**config.mk**
```make
export PLATFORM = sky130hd
export DESIGN_NAME = uop_engine_flat
export DESIGN_NICKNAME = d
export VERILOG_FILES = /design/src/rtl/uop_engine_if.sv /design/src/rtl/uop_engine.sv /design/src/flat_wrapper.sv
export SDC_FILE = /design/constraint.sdc
export NUM_CORES = 1
export LEC_CHECK = 0
export ABC_AREA = 1
export BUFFER_PORTS_ARGS = -buffer_cell sky130_fd_sc_hd__buf_2
export CAP_MARGIN = 10
export CORE_MARGIN = 8
export CORE_UTILIZATION = 40
export CTS_CLUSTER_DIAMETER = 100
export CTS_CLUSTER_SIZE = 40
export DETAILED_ROUTE_END_ITERATION = 10
export PLACE_DENSITY = 0.7
export SETUP_SLACK_MARGIN = 0.15
export SYNTH_ARGS = -nofsm -noshare
export SYNTH_HDL_FRONTEND = slang
export SYNTH_SLANG_ARGS = --single-unit
```
**constraint.sdc**
```tcl
create_clock -name clk -period 1.5 [get_ports clk]
set_input_delay 0.15 -clock clk [delete_from_list [all_inputs] [get_ports clk]]
set_output_delay 0.15 -clock clk [all_outputs]
set_load 0.02 [all_outputs]
```
**src/rtl/uop_engine_if.sv**
```systemverilog
// uop_engine_if: ROM, datapath and controller signals of the micro-op engine.
// master = engine side, slave = ROM/datapath/controller side.
interface uop_engine_if #(
  parameter int ADDR_W = 6,
  parameter int WORD_W = 20
);
  logic              ena;
  logic              rdy;
  logic [ADDR_W-1:0] uop_addr;
  logic [WORD_W-1:0] uop_data;
  logic              op_ena;
  logic [3:0]        op_opcode;
  logic [4:0]        op_src_a;
  logic [4:0]        op_src_b;
  logic [3:0]        op_dst;
  logic              op_rdy;
  logic              cmp_eq;
  logic              err;

  modport master (
    input  ena, uop_data, op_rdy, cmp_eq,
    output rdy, uop_addr, op_ena, op_opcode,
    output op_src_a, op_src_b, op_dst, err
  );

  modport slave (
    output ena, uop_data, op_rdy, cmp_eq,
    input  rdy, uop_addr, op_ena, op_opcode,
    input  op_src_a, op_src_b, op_dst, err
  );
endinterface

```
**src/rtl/uop_engine.sv**
```systemverilog
// uop_engine: sequences one microprogram from a sync ROM into the datapath.
// Define UOP_ENGINE_WATCHDOG_EN to bound WAIT by WDOG_CYCLES (raises err).
module uop_engine #(
  parameter int ADDR_W      = 6,
  parameter int WORD_W      = 20,
  parameter int WDOG_CYCLES = 4096
) (
  input logic          clk,
  input logic          rst_n,
  uop_engine_if.master bus
);
  typedef enum logic [2:0] {
    S_IDLE, S_FETCH, S_DECODE, S_ISSUE, S_WAIT, S_DONE
  } state_t;

  localparam logic [3:0] OP_RDY = 4'd0;
  localparam logic [3:0] OP_CMP = 4'd2;
  localparam logic [3:0] OP_MUL = 4'd5;

  state_t            r_state;
  state_t            w_nxt;
  logic [ADDR_W-1:0] r_pc;
  logic              r_flag;
  logic [3:0]        r_opc;
  logic [4:0]        r_src_a;
  logic [4:0]        r_src_b;
  logic [3:0]        r_dst;
  logic [WORD_W-1:0] w_word;
  logic [3:0]        w_opc;
  logic              w_is_rdy;
  logic              w_cond;
  logic              w_last;
  logic              w_timeout;
  logic              w_rdy;
  logic              w_op_ena;

  assign w_word   = bus.uop_data;
  assign w_opc    = w_word[19:16];
  assign w_is_rdy = (w_opc == OP_RDY) || (w_opc > OP_MUL);
  assign w_last   = (r_pc == '1);

  always_comb begin
    w_cond = 1'b0;
    unique case (w_word[1:0])
      2'b00:   w_cond = 1'b1;
      2'b01:   w_cond = r_flag;
      2'b10:   w_cond = !r_flag;
      default: w_cond = 1'b0;
    endcase
  end

  always_ff @(posedge clk or negedge rst_n) begin
    if (!rst_n) r_state <= S_IDLE;
    else        r_state <= w_nxt;
  end

  always_comb begin
    w_nxt = r_state;
    unique case (r_state)
      S_IDLE:   if (bus.ena) w_nxt = S_FETCH;
      S_FETCH:  w_nxt = S_DECODE;
      S_DECODE: begin
        if (w_is_rdy)    w_nxt = S_DONE;
        else if (w_cond) w_nxt = S_ISSUE;
        else             w_nxt = w_last ? S_DONE : S_FETCH;
      end
      S_ISSUE:  w_nxt = S_WAIT;
      S_WAIT: begin
        if (bus.op_rdy)     w_nxt = w_last ? S_DONE : S_FETCH;
        else if (w_timeout) w_nxt = S_DONE;
      end
      S_DONE:   w_nxt = S_IDLE;
      default:  w_nxt = S_IDLE;
    endcase
  end

  always_comb begin
    w_rdy    = 1'b0;
    w_op_ena = 1'b0;
    unique case (r_state)
      S_IDLE, S_DONE: w_rdy    = 1'b1;
      S_ISSUE:        w_op_ena = 1'b1;
      default:        ;
    endcase
  end

  // The last ROM address terminates instead of wrapping pc to zero.
  always_ff @(posedge clk or negedge rst_n) begin
    if (!rst_n) begin
      r_pc    <= '0;
      r_flag  <= 1'b0;
      r_opc   <= '0;
      r_src_a <= '0;
      r_src_b <= '0;
      r_dst   <= '0;
    end else begin
      unique case (r_state)
        S_IDLE: begin
          if (bus.ena) begin
            r_pc   <= '0;
            r_flag <= 1'b0;
          end
        end
        S_DECODE: begin
          r_opc   <= w_opc;
          r_src_a <= w_word[15:11];
          r_src_b <= w_word[10:6];
          r_dst   <= w_word[5:2];
          if (!w_is_rdy && !w_cond && !w_last)
            r_pc <= r_pc + ADDR_W'(1);
        end
        S_WAIT: begin
          if (bus.op_rdy) begin
            if (r_opc == OP_CMP) r_flag <= bus.cmp_eq;
            if (!w_last)         r_pc   <= r_pc + ADDR_W'(1);
          end
        end
        default: ;
      endcase
    end
  end

`ifdef UOP_ENGINE_WATCHDOG_EN
  localparam int WD_W = $clog2(WDOG_CYCLES + 1);

  logic [WD_W-1:0] r_wdog;
  logic            r_err;

  assign w_timeout = !bus.op_rdy &&
                     (r_wdog == WD_W'(WDOG_CYCLES - 1));

  always_ff @(posedge clk or negedge rst_n) begin
    if (!rst_n) begin
      r_wdog <= '0;
      r_err  <= 1'b0;
    end else begin
      if (r_state == S_IDLE && bus.ena) r_err <= 1'b0;
      if (r_state == S_ISSUE) begin
        r_wdog <= '0;
      end else if (r_state == S_WAIT) begin
        r_wdog <= r_wdog + WD_W'(1);
        if (w_timeout) r_err <= 1'b1;
      end
    end
  end

  assign bus.err = r_err;
`else
  assign w_timeout = 1'b0;
  // Always 0; WDOG_CYCLES only matters with the watchdog built in.
  assign bus.err   = (WDOG_CYCLES < 0);
`endif

  assign bus.rdy       = w_rdy;
  assign bus.op_ena    = w_op_ena;
  assign bus.uop_addr  = r_pc;
  assign bus.op_opcode = r_opc;
  assign bus.op_src_a  = r_src_a;
  assign bus.op_src_b  = r_src_b;
  assign bus.op_dst    = r_dst;
endmodule

```
**src/flat_wrapper.sv**
```systemverilog
// flat-port wrapper written by rule: the top's interface ports become plain ports
module uop_engine_flat 
#(
  parameter int ADDR_W      = 6,
  parameter int WORD_W      = 20,
  parameter int WDOG_CYCLES = 4096
)
  (clk, rst_n, bus_ena, bus_uop_data, bus_op_rdy, bus_cmp_eq, bus_rdy, bus_uop_addr, bus_op_ena, bus_op_opcode, bus_op_src_a, bus_op_src_b, bus_op_dst, bus_err);
  uop_engine_if #(.ADDR_W(ADDR_W), .WORD_W(WORD_W)) bus_i ();
  input logic clk;
  input logic rst_n;
  input wire logic [$bits(bus_i.ena)-1:0] bus_ena;
  input wire logic [$bits(bus_i.uop_data)-1:0] bus_uop_data;
  input wire logic [$bits(bus_i.op_rdy)-1:0] bus_op_rdy;
  input wire logic [$bits(bus_i.cmp_eq)-1:0] bus_cmp_eq;
  output wire logic [$bits(bus_i.rdy)-1:0] bus_rdy;
  output wire logic [$bits(bus_i.uop_addr)-1:0] bus_uop_addr;
  output wire logic [$bits(bus_i.op_ena)-1:0] bus_op_ena;
  output wire logic [$bits(bus_i.op_opcode)-1:0] bus_op_opcode;
  output wire logic [$bits(bus_i.op_src_a)-1:0] bus_op_src_a;
  output wire logic [$bits(bus_i.op_src_b)-1:0] bus_op_src_b;
  output wire logic [$bits(bus_i.op_dst)-1:0] bus_op_dst;
  output wire logic [$bits(bus_i.err)-1:0] bus_err;
  assign bus_i.ena = bus_ena;
  assign bus_i.uop_data = bus_uop_data;
  assign bus_i.op_rdy = bus_op_rdy;
  assign bus_i.cmp_eq = bus_cmp_eq;
  assign bus_rdy = bus_i.rdy;
  assign bus_uop_addr = bus_i.uop_addr;
  assign bus_op_ena = bus_i.op_ena;
  assign bus_op_opcode = bus_i.op_opcode;
  assign bus_op_src_a = bus_i.op_src_a;
  assign bus_op_src_b = bus_i.op_src_b;
  assign bus_op_dst = bus_i.op_dst;
  assign bus_err = bus_i.err;
  uop_engine #(.ADDR_W(ADDR_W), .WORD_W(WORD_W), .WDOG_CYCLES(WDOG_CYCLES)) u_core (.clk(clk), .rst_n(rst_n), .bus(bus_i));
endmodule
```
== Word-level counts from Yosys, hierarchy flattened ==
Index checks and enable logic that the tools add are counted.

* Flip-flop bits (word level): 28
* Input bits: 25
* Output and inout port bits: 27

* Add/sub/neg operators: 1
* Magnitude comparators: 1
* Eq/ne operators: 14
* Mux-type cells: 18
* Reductions and logical operators: 16

{| class="wikitable"
|+ Operator list
! operator !! number
|-
| $mux W6 || 4
|-
| $pmux W6 S3 || 1
|-
| $mux W3 || 5
|-
| $pmux W3 S5 || 1
|-
| $add A6 B1 Y6 const B || 1
|-
| $eq A3 B2 Y1 const B || 2
|-
| $eq A3 B3 Y1 const B || 2
|-
| $eq A6 B6 Y1 const B || 1
|-
| $ne A2 B2 Y1 const B || 3
|-
| $mux W1 || 5
|-
| $reduce_and A5 Y1 || 1
|-
| $eq A4 B2 Y1 const B || 1
|-
| $gt A4 B3 Y1 const B || 1
|-
| $logic_not A1 Y1 || 4
|-
| $logic_not A4 Y1 || 1
|-
| $ne A2 B1 Y1 const B || 2
|-
| $reduce_and A4 Y1 || 1
|-
| $eq A3 B1 Y1 const B || 1
|-
| $logic_not A3 Y1 || 1
|-
| $pmux W1 S3 || 1
|-
| $reduce_bool A3 Y1 || 1
|-
| $eq A2 B1 Y1 const B || 1
|-
| $eq A2 B2 Y1 const B || 1
|-
| $logic_and A1 B1 Y1 || 2
|-
| other kinds (6) || 6
|}

== Logic depth before layout (Yosys ltp) ==
Gate-level depths: netlist of run 1.

* Depth after elaboration: 7
* Gate-level depth with buffers: 10

== Worst setup path after synthesis of run 1 ==
No wires, ideal clock.

* Kind: flip-flop to flip-flop
* Start: register u_core.r_pc[0], in the netlist u_core.bus.uop_addr[0]
* End: register u_core.r_pc[2], in the netlist u_core.bus.uop_addr[2]
* Arrival: 1.332 ns
* Slack: 0.050 ns
* Cell stages (with the launch flop): 10
* Clock period less this slack: 1.450 ns
* Cells stage by stage: dfrtp_1 -> ha_1 -> nand3_2 -> nor2_2 -> nor2_1 -> nand2_1 -> nand2_4 -> nand2_4 -> nand2_1 -> nand2_1

* Word-level cells in the longest chain between the ends: 5
* Elaborated cells on any way between the ends: 11

{| class="wikitable"
|+ RTL lines
! element !! RTL line !! source
|-
| start: declaration || uop_engine.sv:22 || <nowiki>logic [ADDR_W-1:0] r_pc;</nowiki>
|-
| start signal: assignment || uop_engine.sv:110 || <nowiki>r_pc <= r_pc + ADDR_W'(1);</nowiki>
|-
| start signal: assignment || uop_engine.sv:115 || <nowiki>if (!w_last) r_pc <= r_pc + ADDR_W'(1);</nowiki>
|-
| branches (longest 5 deep; another with $add A6 B1 Y6) || -- ||
|}

Several ways; the timed one is not identified. The select of a mux whose other input is x is not followed.
A chain may end at the register's enable or synchronous reset.

== Worst setup path after layout of run 1 ==
* Start: register u_core.r_state[0]
* End: output port bus_rdy

* Word-level cells in the longest chain between the ends: 3
* Elaborated cells on any way between the ends: 4

{| class="wikitable"
|+ RTL lines
! element !! RTL line !! source
|-
| start: declaration || uop_engine.sv:20 || <nowiki>state_t r_state;</nowiki>
|-
| start signal: assignment || uop_engine.sv:54 || <nowiki>else r_state <= w_nxt;</nowiki>
|-
| $eq A3 B3 Y1 / $logic_not A3 Y1 (equally long branches) || uop_engine.sv:80 || <nowiki>unique case (r_state)</nowiki>
|-
| $reduce_or A2 Y1 * || uop_engine.sv:80 ||
|-
| $mux W1 * || uop_engine.sv:80 ||
|-
| end: declaration || flat_wrapper.sv:16 || <nowiki>output wire logic [$bits(bus_i.rdy)-1:0] bus_rdy;</nowiki>
|}

Every way passes the cells marked *; elsewhere a longest branch is shown, timed or not.

==> results of run 1 <==
[kinds of logic (layout without fill, tap and decap cells)]
family | after synthesis | in the layout
other | 1 | 1
DFF | 28 | 28
AOI/OAI and AO/OA | 11 | 11
adders and majority gates | 1 | 1
xor gates and xnor gates | 2 | 2
buffers and inverters | 28 | 91
and+or+nand+nor | 119 | 119
[worst max-delay path: cells and delay by family (launching register included)]
family / cells / cell delay [ps]
buf+inv: 2 / 240
simple gates: 2 / 190
flops: 1 / 430
compound gates: 1 / 70
[metrics by stage]
step	std cells	setup slack [ps]	util
2_1_floorplan	190	150.5	-
3_3_place_gp	287	161.2	0.5000
3_5_place_dp	287	113.1	0.5000
4_1_cts	300	148.1	0.5427
5_1_grt	301	48.46	0.5513
6_report	301	130.1	0.5513
[routing by layer]
| metal | GRT usage | share of wire | vias up |
|---|---|---|---|
| met5 | 0 | 0 | - |
| met4 | 0.03396 | 0.011 | 0 |
| met3 | 0.03730 | 0.044 | 4 |
| met2 | 0.2174 | 0.51 | 29 |
| met1 | 0.1437 | 0.44 | 626 |
| li1 | - | - | 700 |
[where the power goes]
part,switching (mW),internal [mW],leakage [nW]
sequential,0.220,1.06,0.349
combinational,1.25,0.747,0.776
clock,0.228,0.235,0.0288
[worst max-delay path by stage]
stage / start / endpoint / slack (ps)
finish: u_core.r_state[0]$_DFFE_PN0P_ / bus_rdy / 130
detailed placement: u_core.bus.uop_addr[0]$_DFFE_PN0P_ / u_core.bus.uop_addr[0]$_DFFE_PN0P_ / 110
floorplan: u_core.bus.uop_addr[0]$_DFFE_PN0P_ / u_core.bus.uop_addr[2]$_DFFE_PN0P_ / 150
global placement: u_core.bus.uop_addr[0]$_DFFE_PN0P_ / u_core.bus.uop_addr[0]$_DFFE_PN0P_ / 160
CTS: u_core.r_state[0]$_DFFE_PN0P_ / bus_rdy / 150
global route: u_core.bus.uop_addr[0]$_DFFE_PN0P_ / u_core.bus.uop_addr[0]$_DFFE_PN0P_ / 50
[cell usage after synthesis]
library cell  instances  area [um2]
a21oi_1               4       20.02
a31oi_1               1       6.260
buf_4                 3       22.52
buf_6                 1       11.26
buf_8                 1       15.01
clkinv_4              1       8.760
conb_1                1       3.750
dfrtp_1              28       700.7
ha_1                  1       12.51
inv_1                19       71.32
inv_2                 3       11.26
nand2_1              81       304.0
nand2_2               3       18.77
nand2_4               5       56.30
nand3_1              10       50.05
nand3_2               3       30.03
nand3b_2              1       11.26
nor2_1               10       37.54
nor2_2                2       12.51
nor2_4                2       22.52
nor3_1                1       5.000
nor3_4                1       16.27
o21ai_0               5       25.02
o21bai_1              1       7.510
xor2_1                2       17.52
[cell type report]
type / count / area [um2] / area share
Multi-Input combinational cell: 134 / 723.2 / 0.3610
Sequential cell: 28 / 706.9 / 0.3529
Timing Repair Buffer: 64 / 366.6 / 0.1830
Inverter: 23 / 91.34 / 0.04560
Tap cell: 48 / 60.06 / 0.02998
Clock buffer: 4 / 55.05 / 0.02748
[sequential cells by signal, summed over array words and instances, names as in the netlist]
signal and cells:
u_core.bus.op_dst 4, u_core.bus.op_src_a 5, u_core.bus.uop_addr 6, u_core.r_state 3, u_core.bus.op_opcode 4, u_core.r_flag 1, u_core.bus.op_src_b 5
[timing repair]
action                                  4_1_cts  5_1_grt
hold buffers                                  1        0
pin swaps                                     6        7
hold endpoints to repair                     28        0
resized for setup                             9        7
endpoints found under the setup margin        8        9
setup buffers                                 8        1
==> flow_metrics.tcl, run 1 <==
set metrics [dict create \
    status "finished, final reports clean" \
    cts_root_buffer "clkbuf_8" \
    die_area_mm2 0.005958 \
    vias 1359 \
    ant_nets 0 \
    rsz0062_at_grt "yes" \
    drive_gt1_frac 0.3953 \
    setup_tns_ps 0 \
    skew_ps 9.002 \
    clk_latency_ps 270 \
    power_mw 3.742 \
    crit_chain "inv_1, nor2_1, nand2_1, o21ai_1, buf_4" \
    worstHoldPathCells 3 \
    coreArea_mm2 0.003633 \
    drv_slew 0 \
    final_area_mm2 0.002003 \
    ys_types 25 \
    cap_violations 0 \
    synth_cells 190 \
    cts_buffer_depth 2 \
    ioPinCount 52 \
    htree_levels 1 \
    synth_nets 216 \
    fin_crit_ps 1370 \
    hold_class "input pin to flip-flop" \
    p_leak_nw 1.154 \
    r2r_start "u_core.r_state[2]$_DFFE_PN0P_" \
    yosysSeqAreaShare 0.4678 \
    cts_tree "yes" \
    fmax_ghz 0.7300 \
    rr_worst_depth 7 \
    end_kind "output pin" \
    grt_max_degree 29 \
    final_common_cell "nand2_1" \
    yosys.area_share.simple 0.3768 \
    drtIter0Drc 78 \
    gp_congestion 0.8473 \
    ys_warn_count 0 \
    rrSetupSlack_ps 140 \
    synth_area_mm2 0.001498 \
    wl_per_cell_um 12.30 \
    vias_per_cell 4.515 \
    dp_hpwl_um 2781 \
    r2r_end "u_core.bus.uop_addr[0]$_DFFE_PN0P_" \
    grt_overflow 0 \
    powerDensity_mw_per_mm2 1868 \
    tightest_slew_ps 654.3 \
    cp-start-kind "flip-flop" \
    synth_xor_area_frac 0.01170 \
    synth_fa_ha_area_frac 0.008354 \
    slowest_delay_ps 430 \
    antenna_found_initial 0 \
    synthesis.area_per_instance_um2 7.883 \
    grt_usage 0.1249 \
    hp-start "bus_uop_data[12]" \
    clkSinkCount 28 \
    fillCellCount 370 \
    grt_pass1_vias 1331 \
    ir_drop_v 0.001101 \
    setup_viol 0 \
    grt_pass1_wl_um 6244 \
    crit_type "flip-flop to output pin" \
    routed_wl_um 3701 \
    synth.mux.area_fraction 0 \
    syn_to_final_growth_pct 33.75 \
    synth_top_family_by_area "simple AND/OR/NAND/NOR gates" \
    portBuffers 50 \
    fin_nets 280 \
    fin_hold_ws_ps 61.62 \
    clk_pin_slew_ps 100 \
    start_util 0.4122 \
    cp.arrival_ps 1220 \
    hold_violations 0 \
    die_w_um 77.19 \
    dpl-instance-area_mm2 0.001817 \
    worstHoldEndpoint "u_core.bus.op_src_a[1]$_DFFE_PN0P_" \
    firstDrtPassIters 4 \
    cts_buffers 3 \
    diodes 0 \
    die_h_um 77.19 \
    maxSlewHeadroom 0.5638 \
    synth_seq_cells 28 \
    critPathRequiredTime_ps 1350 \
    mostFrequentLayoutCells "78 x nand2_1, 48 x buf_2, 23 x dfrtp_1" \
    synth_compound_area_frac 0.03926 \
    drc 0 \
    num_rows 22 \
    worstPathMaxFanout 4 \
    cp_slowest_cell "dfrtp_2" \
    period_share 0.9133 \
]
(Power assumes the default switching activity.)
==> run 2, diff against run 1 <==
Settings changed: ABC_AREA 1 to default, PLACE_DENSITY 0.7 to 0.71.
==> flow_metrics.tcl, run 2 <==
set metrics [dict create \
    routed_wl_um 4065 \
    rsz0062_at_grt "yes" \
    grt_pass1_wl_um 6672 \
    fin_ws_ps -315.0 \
    skew_ps 9.993 \
    drv_slew 0 \
    die_w_um 74.42 \
    clk_pin_slew_ps 150 \
    wl_per_cell_um 16.13 \
    yosysTopAreaCellShare 0.5133 \
    hold_class "input pin to flip-flop" \
    final_common_cell "buf_2" \
    p_leak_nw 1.119 \
    r2r_start "u_core.bus.uop_addr[1]$_DFFE_PN0P_" \
    period_share 1.210 \
    portBuffers 50 \
    yosysSeqAreaShare 0.5133 \
    ys_types 38 \
    powerDensity_mw_per_mm2 2023 \
    drc 0 \
    drtIter0Drc 50 \
    coreArea_mm2 0.003311 \
    mostFrequentLayoutCells "48 x buf_2, 26 x dfrtp_1, 23 x buf_4" \
    r2r_end "u_core.bus.uop_addr[3]$_DFFE_PN0P_" \
    die_area_mm2 0.005538 \
    gp_congestion 0.8098 \
    htree_levels 1 \
    maxSlewHeadroom 0.5805 \
    rrSetupSlack_ps -310 \
    cp.arrival_ps 2090 \
    crit_type "flip-flop to flip-flop" \
    synth_cells 117 \
    firstDrtPassIters 4 \
    async_flop_share 1.000 \
    synth_area_mm2 0.001365 \
    cts_buffers 3 \
    violations "negative setup slack" \
    yosys-top-cells-area "dfrtp_1 51%, mux2_2 15%, nand2b_1 2.3%" \
    ant_nets 0 \
    start_util 0.4123 \
    pre_cts_ws_ps -300.9 \
    clkSinkCount 28 \
    fin_crit_ps 1815 \
    cp_slowest_cell "dfrtp_2" \
    clk_latency_ps 330 \
    die_h_um 74.42 \
    synth_seq_cells 28 \
    synthesis.area_per_instance_um2 11.67 \
    yosysTopAreaCell "dfrtp_1" \
    setup_viol 27 \
    crit_chain "ha_4, nand2_4, nor2_4, o32a_4, buf_6, or4_4, a21oi_2" \
    grt_max_degree 29 \
    ys.flop_type "dfrtp_1" \
    fin_nets 233 \
    yosysMostFrequentCell "dfrtp_1" \
    vias_per_cell 5.000 \
    hold_violations 0 \
    fmax_ghz 0.5510 \
    rr_worst_depth 7 \
    cap_violations 0 \
    worstHoldPathCells 2 \
    startpoint "u_core.bus.uop_addr[1]$_DFFE_PN0P_" \
    ys_warn_count 0 \
    netlist_top_cells_count "28 x dfrtp_1, 18 x mux2_2, 6 x a21oi_1, 5 x nand2b_1, 5 x o21ai_0" \
    antenna_found_initial 0 \
    end_kind "flip-flop" \
    largest_register_ffs 6 \
    critPathCapture "u_core.bus.uop_addr[3]$_DFFE_PN0P_" \
    drive_gt1_frac 0.6699 \
    critPathRequiredTime_ps 1780 \
    slowest_delay_ps 450 \
    num_rows 21 \
    ioPinCount 52 \
    diodes 0 \
    grt_usage 0.1562 \
    tightest_slew_ps 629.2 \
    grt_overflow 0 \
    worstPathMaxFanout 4 \
    cts_root_buffer "clkbuf_4" \
    cts_buffer_depth 2 \
    vias 1260 \
    dp_hpwl_um 2750 \
    synth_nets 143 \
    grt_pass1_vias 1436 \
    power_mw 4.682 \
    status "finished, violations left" \
    synth-edff-count 0 \
    cp-start-kind "flip-flop" \
    ir_drop_v 0.001281 \
    cts_tree "yes" \
    syn_to_final_growth_pct 69.57 \
]
==> run 2: changes by cell type in the layout (fill, tap and decap cells not counted), moves of 4 or more <==
cell      delta
nand2_4      -4
mux2_4      +19
nor2_1       -7
buf_6       +13
nand3_1      -7
buf_4        +9
nand2_2      -6
inv_1       -15
nand2_1     -76
clkbuf_8     -4
==> run 2: how the worst min path moves through the flow <==
stage | start | endpoint
after floorplan | rst_n | u_core.bus.op_dst[0]$_DFFE_PN0P_
after global placement | rst_n | u_core.bus.op_dst[2]$_DFFE_PN0P_
after detailed placement | rst_n | u_core.bus.op_dst[2]$_DFFE_PN0P_
after CTS | bus_op_rdy | u_core.r_state[2]$_DFFE_PN0P_
after global routing | bus_op_rdy | u_core.r_state[2]$_DFFE_PN0P_
final | bus_op_rdy | u_core.r_state[2]$_DFFE_PN0P_
==> run 2: cell families (layout without fill, tap and decap cells) <==
group | count (synthesis) | after routing | share of synthesized area
other | 1 | 1 | 0.002747
muxes | 20 | 20 | 0.1641
and+or+nand+nor | 34 | 34 | 0.1522
adders and majority gates | 1 | 1 | 0.009164
xor gates and xnor gates | 1 | 1 | 0.006417
buffers and inverters | 10 | 99 | 0.03849
AOI/OAI and AO/OA | 22 | 22 | 0.1137
DFF | 28 | 28 | 0.5133
==> run 2: worst max-delay path, delay by kind of cell (launching register included) <==
family	cells	cell delay [ps]
buffers and inverters	1	130
AOI/OAI and AO/OA	2	460
adders and majority gates	1	180
and+or+nand+nor	3	530
DFF	1	450
==> run 2: layer usage <==
layer  track usage  wire [um]
met1        0.1655       1576
met2        0.2798       2172
met3       0.04447        258
met4       0.06739         57
met5             0          0
==> run 2: area by class of cell <==
cell class | count | area (um2)
Clock buffer | 4 | 26.28
Fill cell | 253 | 996.0
Inverter | 4 | 15.01
Multi-Input combinational cell | 79 | 809.5
Sequential cell | 28 | 703.2
Tap cell | 46 | 57.56
Timing Repair Buffer | 91 | 703.2
==> run 2: what timing repair did <==
item                                   in CTS  in global routing
setup endpoints to repair                  29                 29
endpoints found under the hold margin      28                  0
hold buffers                                1                  0
gates cloned                                3                  0
gates resized for setup                    35                 16
pin swaps                                   5                  6
buffers inserted                            7                  3
==> run 2: through the flow <==
| stage | util | cells | hold WS (ps) | TNS (ps) | area, um2 |
|---|---|---|---|---|---|
| 4_1_cts | 0.6712 | 249 | 12.93 | -3101 | 2222 |
| 3_3_place_gp | 0.5813 | 234 | 192.9 | -1043 | 1924 |
| 5_1_grt | 0.6992 | 252 | 1.867 | -4691 | 2315 |
| 2_1_floorplan | - | 117 | -145.6 | -912.0 | 1459 |
| 3_5_place_dp | 0.5813 | 234 | 204.9 | -1538 | 1924 |
| 6_report | 0.6992 | 252 | 23.62 | -3501 | 2315 |
==> run 2: report_power, final <==
| part | leakage [nW] | internal (mW) | switching [mW] |
|---|---|---|---|
| Sequential | 0.345 | 1.07 | 0.222 |
| Clock | 0.0150 | 0.104 | 0.216 |
| Combinational | 0.759 | 1.70 | 1.37 |
